--- config.mk ---
export PLATFORM = sky130hd
export DESIGN_NAME = serial_link
export DESIGN_NICKNAME = d
export VERILOG_FILES = /design/src/rtl/serial_link.sv
export SDC_FILE = /design/constraint.sdc
export NUM_CORES = 1
export LEC_CHECK = 0
export CAP_MARGIN = 15
export CORE_UTILIZATION = 40
export CTS_CLUSTER_DIAMETER = 80
export DETAILED_ROUTE_END_ITERATION = 10
export HOLD_SLACK_MARGIN = 0.15
export SLEW_MARGIN = 20
export SYNTH_ARGS = -nofsm -noshare
export SYNTH_HDL_FRONTEND = slang
export SYNTH_SLANG_ARGS = --single-unit
--- constraint.sdc ---
create_clock -name clk -period 4.4 [get_ports clk]
set_input_delay 0.88 -clock clk [delete_from_list [all_inputs] [get_ports clk]]
set_output_delay 0.88 -clock clk [all_outputs]
set_load 0.02 [all_outputs]
--- src/rtl/serial_link.sv ---
// serial_link: 8N1 UART command link. RX bytes drive a small command parser
// that writes `control` ('W' + operand) or starts a TX reply: a snapshot of
// `data` LSB-first ('R') or the fixed ID byte ('?').
// Ports:
//   clk, reset (async, active high)
//   data           word snapshotted by the read command
//   rx / tx        serial in / out, both idle high
//   control        control register, control_strobe pulses on each write
//   frame_error    one-cycle pulse on a bad stop bit
//   busy           high while a reply is on the wire
module serial_link #(
    parameter int         CLKS_PER_BIT = 868,
    parameter int         DATA_BYTES   = 4,
    parameter logic [7:0] CTRL_RESET   = 8'h00,
    parameter logic [7:0] ID_BYTE      = 8'hA5
) (
    input  logic                    clk,
    input  logic                    reset,
    input  logic [8*DATA_BYTES-1:0] data,
    input  logic                    rx,
    output logic                    tx,
    output logic [7:0]              control,
    output logic                    control_strobe,
    output logic                    frame_error,
    output logic                    busy
);

    localparam int CW = $clog2(CLKS_PER_BIT);
    localparam int BW = $clog2(DATA_BYTES + 1);
    localparam int DW = 8 * DATA_BYTES;
    localparam logic [CW-1:0] BIT_LAST  = CW'(CLKS_PER_BIT - 1);
    localparam logic [CW-1:0] HALF_LAST = CW'(CLKS_PER_BIT / 2 - 1);

    localparam logic [7:0] CMD_READ  = 8'h52;
    localparam logic [7:0] CMD_WRITE = 8'h57;
    localparam logic [7:0] CMD_ID    = 8'h3F;

    typedef enum logic [1:0] {
        S_IDLE,
        S_START,
        S_DATA,
        S_STOP
    } uart_state_t;

    typedef enum logic {
        P_CMD,
        P_OPERAND
    } parse_state_t;

    // ------------------------------------------------------------------
    // RX synchronizer
    // ------------------------------------------------------------------
    logic rx_meta_q;
    logic rx_sync_q;

    always_ff @(posedge clk or posedge reset) begin
        if (reset) begin
            rx_meta_q <= 1'b1;
            rx_sync_q <= 1'b1;
        end else begin
            rx_meta_q <= rx;
            rx_sync_q <= rx_meta_q;
        end
    end

    // ------------------------------------------------------------------
    // RX FSM
    // ------------------------------------------------------------------
    uart_state_t   rx_state_q, rx_state_d;
    logic [CW-1:0] rx_cnt_q, rx_cnt_d;
    logic [2:0]    rx_bit_q, rx_bit_d;
    logic [7:0]    rx_shift_q, rx_shift_d;
    logic          rx_valid_q, rx_valid_d;
    logic          ferr_q, ferr_d;

    always_ff @(posedge clk or posedge reset) begin
        if (reset) begin
            rx_state_q <= S_IDLE;
            rx_cnt_q   <= '0;
            rx_bit_q   <= '0;
            rx_shift_q <= '0;
            rx_valid_q <= 1'b0;
            ferr_q     <= 1'b0;
        end else begin
            rx_state_q <= rx_state_d;
            rx_cnt_q   <= rx_cnt_d;
            rx_bit_q   <= rx_bit_d;
            rx_shift_q <= rx_shift_d;
            rx_valid_q <= rx_valid_d;
            ferr_q     <= ferr_d;
        end
    end

    always_comb begin
        rx_state_d = rx_state_q;
        rx_cnt_d   = rx_cnt_q + CW'(1);
        rx_bit_d   = rx_bit_q;
        rx_shift_d = rx_shift_q;
        rx_valid_d = 1'b0;
        ferr_d     = 1'b0;
        unique case (rx_state_q)
            S_IDLE: begin
                rx_cnt_d = '0;
                if (!rx_sync_q) rx_state_d = S_START;
            end
            S_START: begin
                // Mid-start-bit re-check rejects short glitches.
                if (rx_cnt_q == HALF_LAST) begin
                    rx_cnt_d   = '0;
                    rx_bit_d   = '0;
                    rx_state_d = rx_sync_q ? S_IDLE : S_DATA;
                end
            end
            S_DATA: begin
                if (rx_cnt_q == BIT_LAST) begin
                    rx_cnt_d   = '0;
                    rx_shift_d = {rx_sync_q, rx_shift_q[7:1]};
                    rx_bit_d   = rx_bit_q + 3'd1;
                    if (rx_bit_q == 3'd7) rx_state_d = S_STOP;
                end
            end
            S_STOP: begin
                if (rx_cnt_q == BIT_LAST) begin
                    rx_cnt_d   = '0;
                    rx_state_d = S_IDLE;
                    rx_valid_d = rx_sync_q;
                    ferr_d     = !rx_sync_q;
                end
            end
            default: rx_state_d = S_IDLE;
        endcase
    end

    // ------------------------------------------------------------------
    // Command parser
    // ------------------------------------------------------------------
    parse_state_t par_q, par_d;
    logic [7:0]   control_q, control_d;
    logic         strobe_q, strobe_d;
    logic         busy_q, busy_d;
    logic         start_rd;
    logic         start_id;

    always_ff @(posedge clk or posedge reset) begin
        if (reset) begin
            par_q     <= P_CMD;
            control_q <= CTRL_RESET;
            strobe_q  <= 1'b0;
        end else begin
            par_q     <= par_d;
            control_q <= control_d;
            strobe_q  <= strobe_d;
        end
    end

    always_comb begin
        par_d     = par_q;
        control_d = control_q;
        strobe_d  = 1'b0;
        start_rd  = 1'b0;
        start_id  = 1'b0;
        if (rx_valid_q) begin
            if (par_q == P_OPERAND) begin
                control_d = rx_shift_q;
                strobe_d  = 1'b1;
                par_d     = P_CMD;
            end else begin
                unique case (1'b1)
                    (rx_shift_q == CMD_READ):  start_rd = !busy_q;
                    (rx_shift_q == CMD_WRITE): par_d = P_OPERAND;
                    (rx_shift_q == CMD_ID):    start_id = !busy_q;
                    default: ;
                endcase
            end
        end
    end

    // ------------------------------------------------------------------
    // TX FSM
    // ------------------------------------------------------------------
    uart_state_t   tx_state_q, tx_state_d;
    logic [CW-1:0] tx_cnt_q, tx_cnt_d;
    logic [2:0]    tx_bit_q, tx_bit_d;
    logic [7:0]    tx_shift_q, tx_shift_d;
    logic [DW-1:0] snap_q, snap_d;
    logic [DW-1:0] snap_nx;
    logic [BW-1:0] left_q, left_d;
    logic          tx_q, tx_d;

    always_ff @(posedge clk or posedge reset) begin
        if (reset) begin
            tx_state_q <= S_IDLE;
            tx_cnt_q   <= '0;
            tx_bit_q   <= '0;
            tx_shift_q <= '0;
            snap_q     <= '0;
            left_q     <= '0;
            tx_q       <= 1'b1;
            busy_q     <= 1'b0;
        end else begin
            tx_state_q <= tx_state_d;
            tx_cnt_q   <= tx_cnt_d;
            tx_bit_q   <= tx_bit_d;
            tx_shift_q <= tx_shift_d;
            snap_q     <= snap_d;
            left_q     <= left_d;
            tx_q       <= tx_d;
            busy_q     <= busy_d;
        end
    end

    always_comb begin
        tx_state_d = tx_state_q;
        tx_cnt_d   = tx_cnt_q + CW'(1);
        tx_bit_d   = tx_bit_q;
        tx_shift_d = tx_shift_q;
        snap_d     = snap_q;
        snap_nx    = snap_q >> 8;
        left_d     = left_q;
        tx_d       = tx_q;
        unique case (tx_state_q)
            S_IDLE: begin
                tx_cnt_d = '0;
                tx_d     = 1'b1;
                if (start_rd) begin
                    snap_d     = data;
                    tx_shift_d = data[7:0];
                    left_d     = BW'(DATA_BYTES);
                    tx_state_d = S_START;
                    tx_d       = 1'b0;
                end else if (start_id) begin
                    snap_d      = '0;
                    snap_d[7:0] = ID_BYTE;
                    tx_shift_d  = ID_BYTE;
                    left_d      = BW'(1);
                    tx_state_d  = S_START;
                    tx_d        = 1'b0;
                end
            end
            S_START: begin
                if (tx_cnt_q == BIT_LAST) begin
                    tx_cnt_d   = '0;
                    tx_bit_d   = '0;
                    tx_d       = tx_shift_q[0];
                    tx_state_d = S_DATA;
                end
            end
            S_DATA: begin
                if (tx_cnt_q == BIT_LAST) begin
                    tx_cnt_d = '0;
                    if (tx_bit_q == 3'd7) begin
                        tx_d       = 1'b1;
                        tx_state_d = S_STOP;
                    end else begin
                        tx_bit_d   = tx_bit_q + 3'd1;
                        tx_shift_d = tx_shift_q >> 1;
                        tx_d       = tx_shift_q[1];
                    end
                end
            end
            S_STOP: begin
                if (tx_cnt_q == BIT_LAST) begin
                    tx_cnt_d = '0;
                    left_d   = left_q - BW'(1);
                    if (left_q == BW'(1)) begin
                        tx_d       = 1'b1;
                        tx_state_d = S_IDLE;
                    end else begin
                        // Next byte starts with no idle gap.
                        snap_d     = snap_nx;
                        tx_shift_d = snap_nx[7:0];
                        tx_d       = 1'b0;
                        tx_state_d = S_START;
                    end
                end
            end
            default: tx_state_d = S_IDLE;
        endcase
    end

    assign busy_d = (tx_state_d != S_IDLE);

    assign tx             = tx_q;
    assign control        = control_q;
    assign control_strobe = strobe_q;
    assign frame_error    = ferr_q;
    assign busy           = busy_q;

endmodule

Yosys cells after proc, flatten, opt, wreduce, memory -nomap -nowiden:

Index checks and enable logic that the tools add are counted.

* word-level logic and storage cells: 135
* output and inout bits: 12
* flip-flop bits (word level): 97
* input bits: 35

* add/subtract/negate cells: 5
* eq/ne operators: 26
* multiplexer cells: 65
* reduce and logical (&&, ||, !) cells: 20

Operators with widths (count)
* 2-to-1 mux 32 bit: 4
* one-hot mux 32 bit (2 select lines): 1
* 2-to-1 mux 8 bit: 6
* 2-to-1 mux 10 bit: 3
* one-hot mux 10 bit (3 select lines): 1
* 2-to-1 mux 2 bit: 12
* 2-to-1 mux 3 bit: 8
* one-hot mux 8 bit (3 select lines): 1
* 2-to-1 mux 1 bit: 22
* adder 10 x 1 -> 10 bit, second input constant: 2
* equality test 10 bit, second input constant: 2
* inequality test 2 bit, second input constant: 10
* one-hot mux 10 bit (2 select lines): 1
* one-hot mux 3 bit (2 select lines): 3
* equality test 8 x 7 -> 1 bit, second input constant: 2
* one-hot mux 2 bit (4 select lines): 2
* equality test 10 x 9 -> 1 bit, second input constant: 1
* AND reduction 3 bit: 3
* equality test 2 bit, second input constant: 4
* equality test 8 x 6 -> 1 bit, second input constant: 1
* AND reduction 4 bit: 2
* nonzero test 2 bit: 4
* adder 3 x 1 -> 3 bit, second input constant: 2
* equality test 3 bit, second input constant: 2
* 13 further kinds: 17

Logic depth before layout (Yosys ltp):

* word-level depth: 8
* gate-level depth with buffers: 8
* gate-level depth less buffers: 7

Least setup slack after synthesis:

Ideal clock, no wire load.

* path type: register to register
* from: register rx_shift_q[0]
* to: register snap_q[18]
* cell stages (with the launch flop): 8
* path buffers: 3
* arrival: 2116 ps
* period minus slack after synthesis: 2242 ps
* required time: 4274 ps
* library setup time: 126 ps
* setup slack: 2158 ps
* cell sequence: dfrtp_1 -> or4b_1 -> or4_1 -> buf_2 -> a221oi_4 -> buf_6 -> buf_6 -> a31oi_1

* longest elaborated chain between the ends: 6
* elaborated cells on any way between the ends: 12
* those cells by class: eq/ne: 3; mux: 8; reduce/logical: 1

RTL lines
* start: declaration: RTL line 72 `logic [7:0] rx_shift_q, rx_shift_d;`
* start signal: assignment: RTL line 88 `rx_shift_q <= rx_shift_d;`
* equality test 8 x 7 -> 1 bit or equality test 8 x 6 -> 1 bit (tied branches): RTL line 169, 171
* 2-to-1 mux 1 bit: RTL line 168 `unique case (1'b1)`
* 2-to-1 mux 1 bit: RTL line 163 `if (par_q == P_OPERAND) begin`
* 2-to-1 mux 1 bit: RTL line 162 `if (rx_valid_q) begin`
* inequality test 3 bit (no line) or 2-to-1 mux 32 bit (tied branches)
* AND reduction 4 bit (no line) or one-hot mux 32 bit (2 select lines) (tied branches)
* end signal: assignment: RTL line 205 `snap_q <= snap_d;`
* end: declaration: RTL line 185 `logic [DW-1:0] snap_q, snap_d;`

Parallel ways exist; a longest one is shown, timed or not.
A chain may end at the register's enable or synchronous reset.

Final worst setup path:

* from: register tx_state_q[1]
* to: register snap_q[20]

* longest elaborated chain between the ends: 3
* elaborated cells on any way between the ends: 8
* those cells by class: eq/ne: 4; mux: 1; reduce/logical: 3

RTL lines
* start: declaration: RTL line 181 `uart_state_t tx_state_q, tx_state_d;`
* start signal: assignment: RTL line 201 `tx_state_q <= tx_state_d;`
* equality test 2 bit or logical NOT 2 bit (tied branches): RTL line 221 `unique case (tx_state_q)`
* inequality test 2 bit (no line), or another cell as far along
* AND reduction 4 bit (no line)

Parallel ways exist; a longest one is shown, timed or not.

==> flow_summary.json <==
{
  "setup_tns_ns": 0,
  "swShare_pct": 23.7,
  "ios": 47,
  "synth-seq-cells": 89,
  "p_leak_nw": 2.11,
  "yosysTopAreaCellShare_pct": 49.6,
  "rsz0062_at_grt": "false",
  "clock_latency_ns": 0.36,
  "p_int_mw": 1.06,
  "crit_path_end_kind": "flop",
  "die_h_um": 106,
  "synthCells": 429,
  "period_share_pct": 68.0,
  "final_max_slew_viol_count": 0,
  "powerDensity_nw_per_um2": 274,
  "final.setup.worst_slack_ns": 1.41,
  "grt_first_pass_wirelength_mm": 14.8,
  "outcome": "complete, no violations",
  "power.share.sequential_pct": 59.1,
  "tightest_slew_ns": 0.963,
  "synth_flop_cell": "dfrtp_1",
  "met1_length_mm": 4.11,
  "postRouteAntennaNets": 0,
  "finalHoldViolCount": 0,
  "drt_iter0_markers": 163,
  "root_buffer": "clkbuf_8",
  "route.met3.wl_um": 306,
  "vdd_drop_max_mv": 0.149,
  "hpwl_mm": 6.13,
  "ys_top_cells_by_count": "dfrtp_1 (86), nor2_1 (48), nand2_1 (40)",
  "dieArea_um2": 11300,
  "yosysUniqueCellTypes": 55,
  "max_slew_margin_pct": 35.8,
  "yosysTopAreaCell": "dfrtp_1",
  "max_freq_mhz": 334,
  "ys_top_cells_by_area": "dfrtp_1 (50%), mux2_2 (6.2%), nor2_1 (4.2%)",
  "grt_pass1_vias": 3225,
  "async_flop_share_pct": 100,
  "crit_type": "flop to flop",
  "yosys.cell_count.top_type": "dfrtp_1",
  "antenna_found_initial": 0,
  "vias_per_cell": 5.23,
  "fp.dieW_um": 106,
  "place.port_buffers": 46,
  "max-cap-violations": 0,
  "cts.sinks": 89,
  "via_count": 3193,
  "rows": 37,
  "core_um2": 10400,
  "final_nets": 513,
  "synth_edf_count": 0,
  "finalClockSkew_ns": 0.00879,
  "area_growth_pct": 16.8,
  "nFillCells": 1001,
  "grt-ovfl-total": 0,
  "cts_resized": 0,
  "wl_met2_mm": 4.18,
  "start_util_pct": 41.6,
  "comb_power_share_pct": 3.5,
  "finalCriticalPeriod_ns": 2.99,
  "dr.pass1.iters": 4,
  "syn_nets": 473,
  "numCtsBuffers": 9,
  "crit_arrival_ns": 3.27,
  "maxUsedRoutingLayer": "met4",
  "wl_per_cell_um": 14.3,
  "dp_slack_ns": 1.44,
  "yosysWarnings": 0,
  "cts_tree": "yes",
  "synth_area_um2": 4340,
  "p_switching_uw": 329,
  "ys_seq_area_share_pct": 51.4,
  "setup_viol": 0,
  "syn_avg_cell_area_um2": 10.1,
  "n_antenna_cell": 0,
  "hold_buffers": 0,
  "drc": 0,
  "layout-drive-gt1-share_pct": 11.4,
  "cp.required_ns": 4.68,
  "crit_path_max_fanout": 48,
  "hp-class": "flop to flop",
  "startpoint_type": "flop",
  "cts_max_level": 3,
  "clk_path_buf_depth": 2,
  "grtUsageTotal_pct": 16.5,
  "finalWirelength_mm": 8.70,
  "post_cts_buffers": 0,
  "gp_congestion": 0.784,
  "clk_pin_slew_ns": 0.09,
  "grt_max_degree": 49,
  "power_frac_clock_pct": 37.4
}
[logic make-up after synthesis]
group	share of synthesized area, %
adder cells (fa/ha/maj)	2.60
AND/OR/NAND/NOR	18.6
multiplexers	7.62
XOR/XNOR	3.23
AO/OA/AOI/OAI	11.8
buffers and inverters	4.70
flip-flops	51.4
[registers in the layout (all words and copies together), names as in the netlist, 2 cells and up, named ones only]
signal,count
snap_q,24
rx_shift_q,8
tx_cnt_q,10
rx_bit_q,3
control,8
tx_shift_q,8
left_q,3
tx_state_q,2
tx_bit_q,3
rx_cnt_q,10
[power by group through the flow]
stage          clock, mW  combinational, mW  sequential (mW)
4_1_cts            0.538             0.0504            0.820
3_5_place_dp           0             0.0502            0.836
3_3_place_gp           0             0.0503            0.836
5_1_grt            0.567             0.0544            0.821
6_report           0.519             0.0486            0.820
2_1_floorplan          0             0.0128            0.836
[metrics by stage]
stage | hold slack, ns | std cells | power (mW) | instance area [um2] | utilization, %
2_1_floorplan | 0.345 | 429 | 0.849 | 4340 | -
3_3_place_gp | 0.346 | 594 | 0.887 | 4880 | 46.9
3_5_place_dp | 0.347 | 594 | 0.887 | 4880 | 46.9
4_1_cts | 0.361 | 610 | 1.41 | 5060 | 48.6
5_1_grt | 0.369 | 610 | 1.44 | 5060 | 48.6
6_report | 0.360 | 610 | 1.39 | 5060 | 48.6
[placed cells by master (no fill, tap or decap), types with 5 or more instances in the layout]
cell	count
a21oi_1	14
a22o_1	6
a31oi_1	20
and3_1	6
buf_4	5
clkbuf_8	9
clkdlybuf4s50_1	46
dfrtp_1	86
ha_1	9
inv_1	21
mux2_2	24
mux2i_1	6
nand2_1	40
nand3_1	33
nor2_1	48
o21ai_0	18
o21ai_1	5
xnor2_1	10
xor2_1	6
[layout make-up]
| type | count | area, um2 | share of cell area [%] |
|---|---|---|---|
| Clock buffer | 9 | 124 | 2.45 |
| Clock inverter | 7 | 55.1 | 1.09 |
| Inverter | 22 | 83.8 | 1.66 |
| Multi-Input combinational cell | 296 | 1900 | 37.6 |
| Sequential cell | 89 | 2230 | 44.1 |
| Tap cell | 136 | 170 | 3.36 |
| Timing Repair Buffer | 51 | 498 | 9.83 |
[critical path, cell delays in order (launching register included)]
cell      delay (ns)
dfrtp_1         0.99
and2_1          0.75
a21oi_1         0.25
a221oi_4        0.23
buf_4           0.42
nor2_1          0.09
a31oi_1         0.16
[routing by layer]
metal / track usage (%) / vias to the layer above
li1: - / 1578
met1: 20.3 / 1564
met2: 27.4 / 40
met3: 4.48 / 11
met4: 6.65 / 0
met5: 0 / -
[worst paths after layout]
kind                                    end           from  depth (start not counted)  slack [ns]
worst max register to register   snap_q[20]  tx_state_q[1]                          6        1.41
min in group asynchronous       rx_cnt_q[7]          reset                          2        0.96
max in group asynchronous                tx          reset                          3        2.60
worst max-delay path             snap_q[20]  tx_state_q[1]                          6        1.41
worst min-delay path              rx_sync_q      rx_meta_q                          0        0.36
worst min register to register    rx_sync_q      rx_meta_q                          0        0.36
No activity file was read; power rests on OpenSTA's default activity.
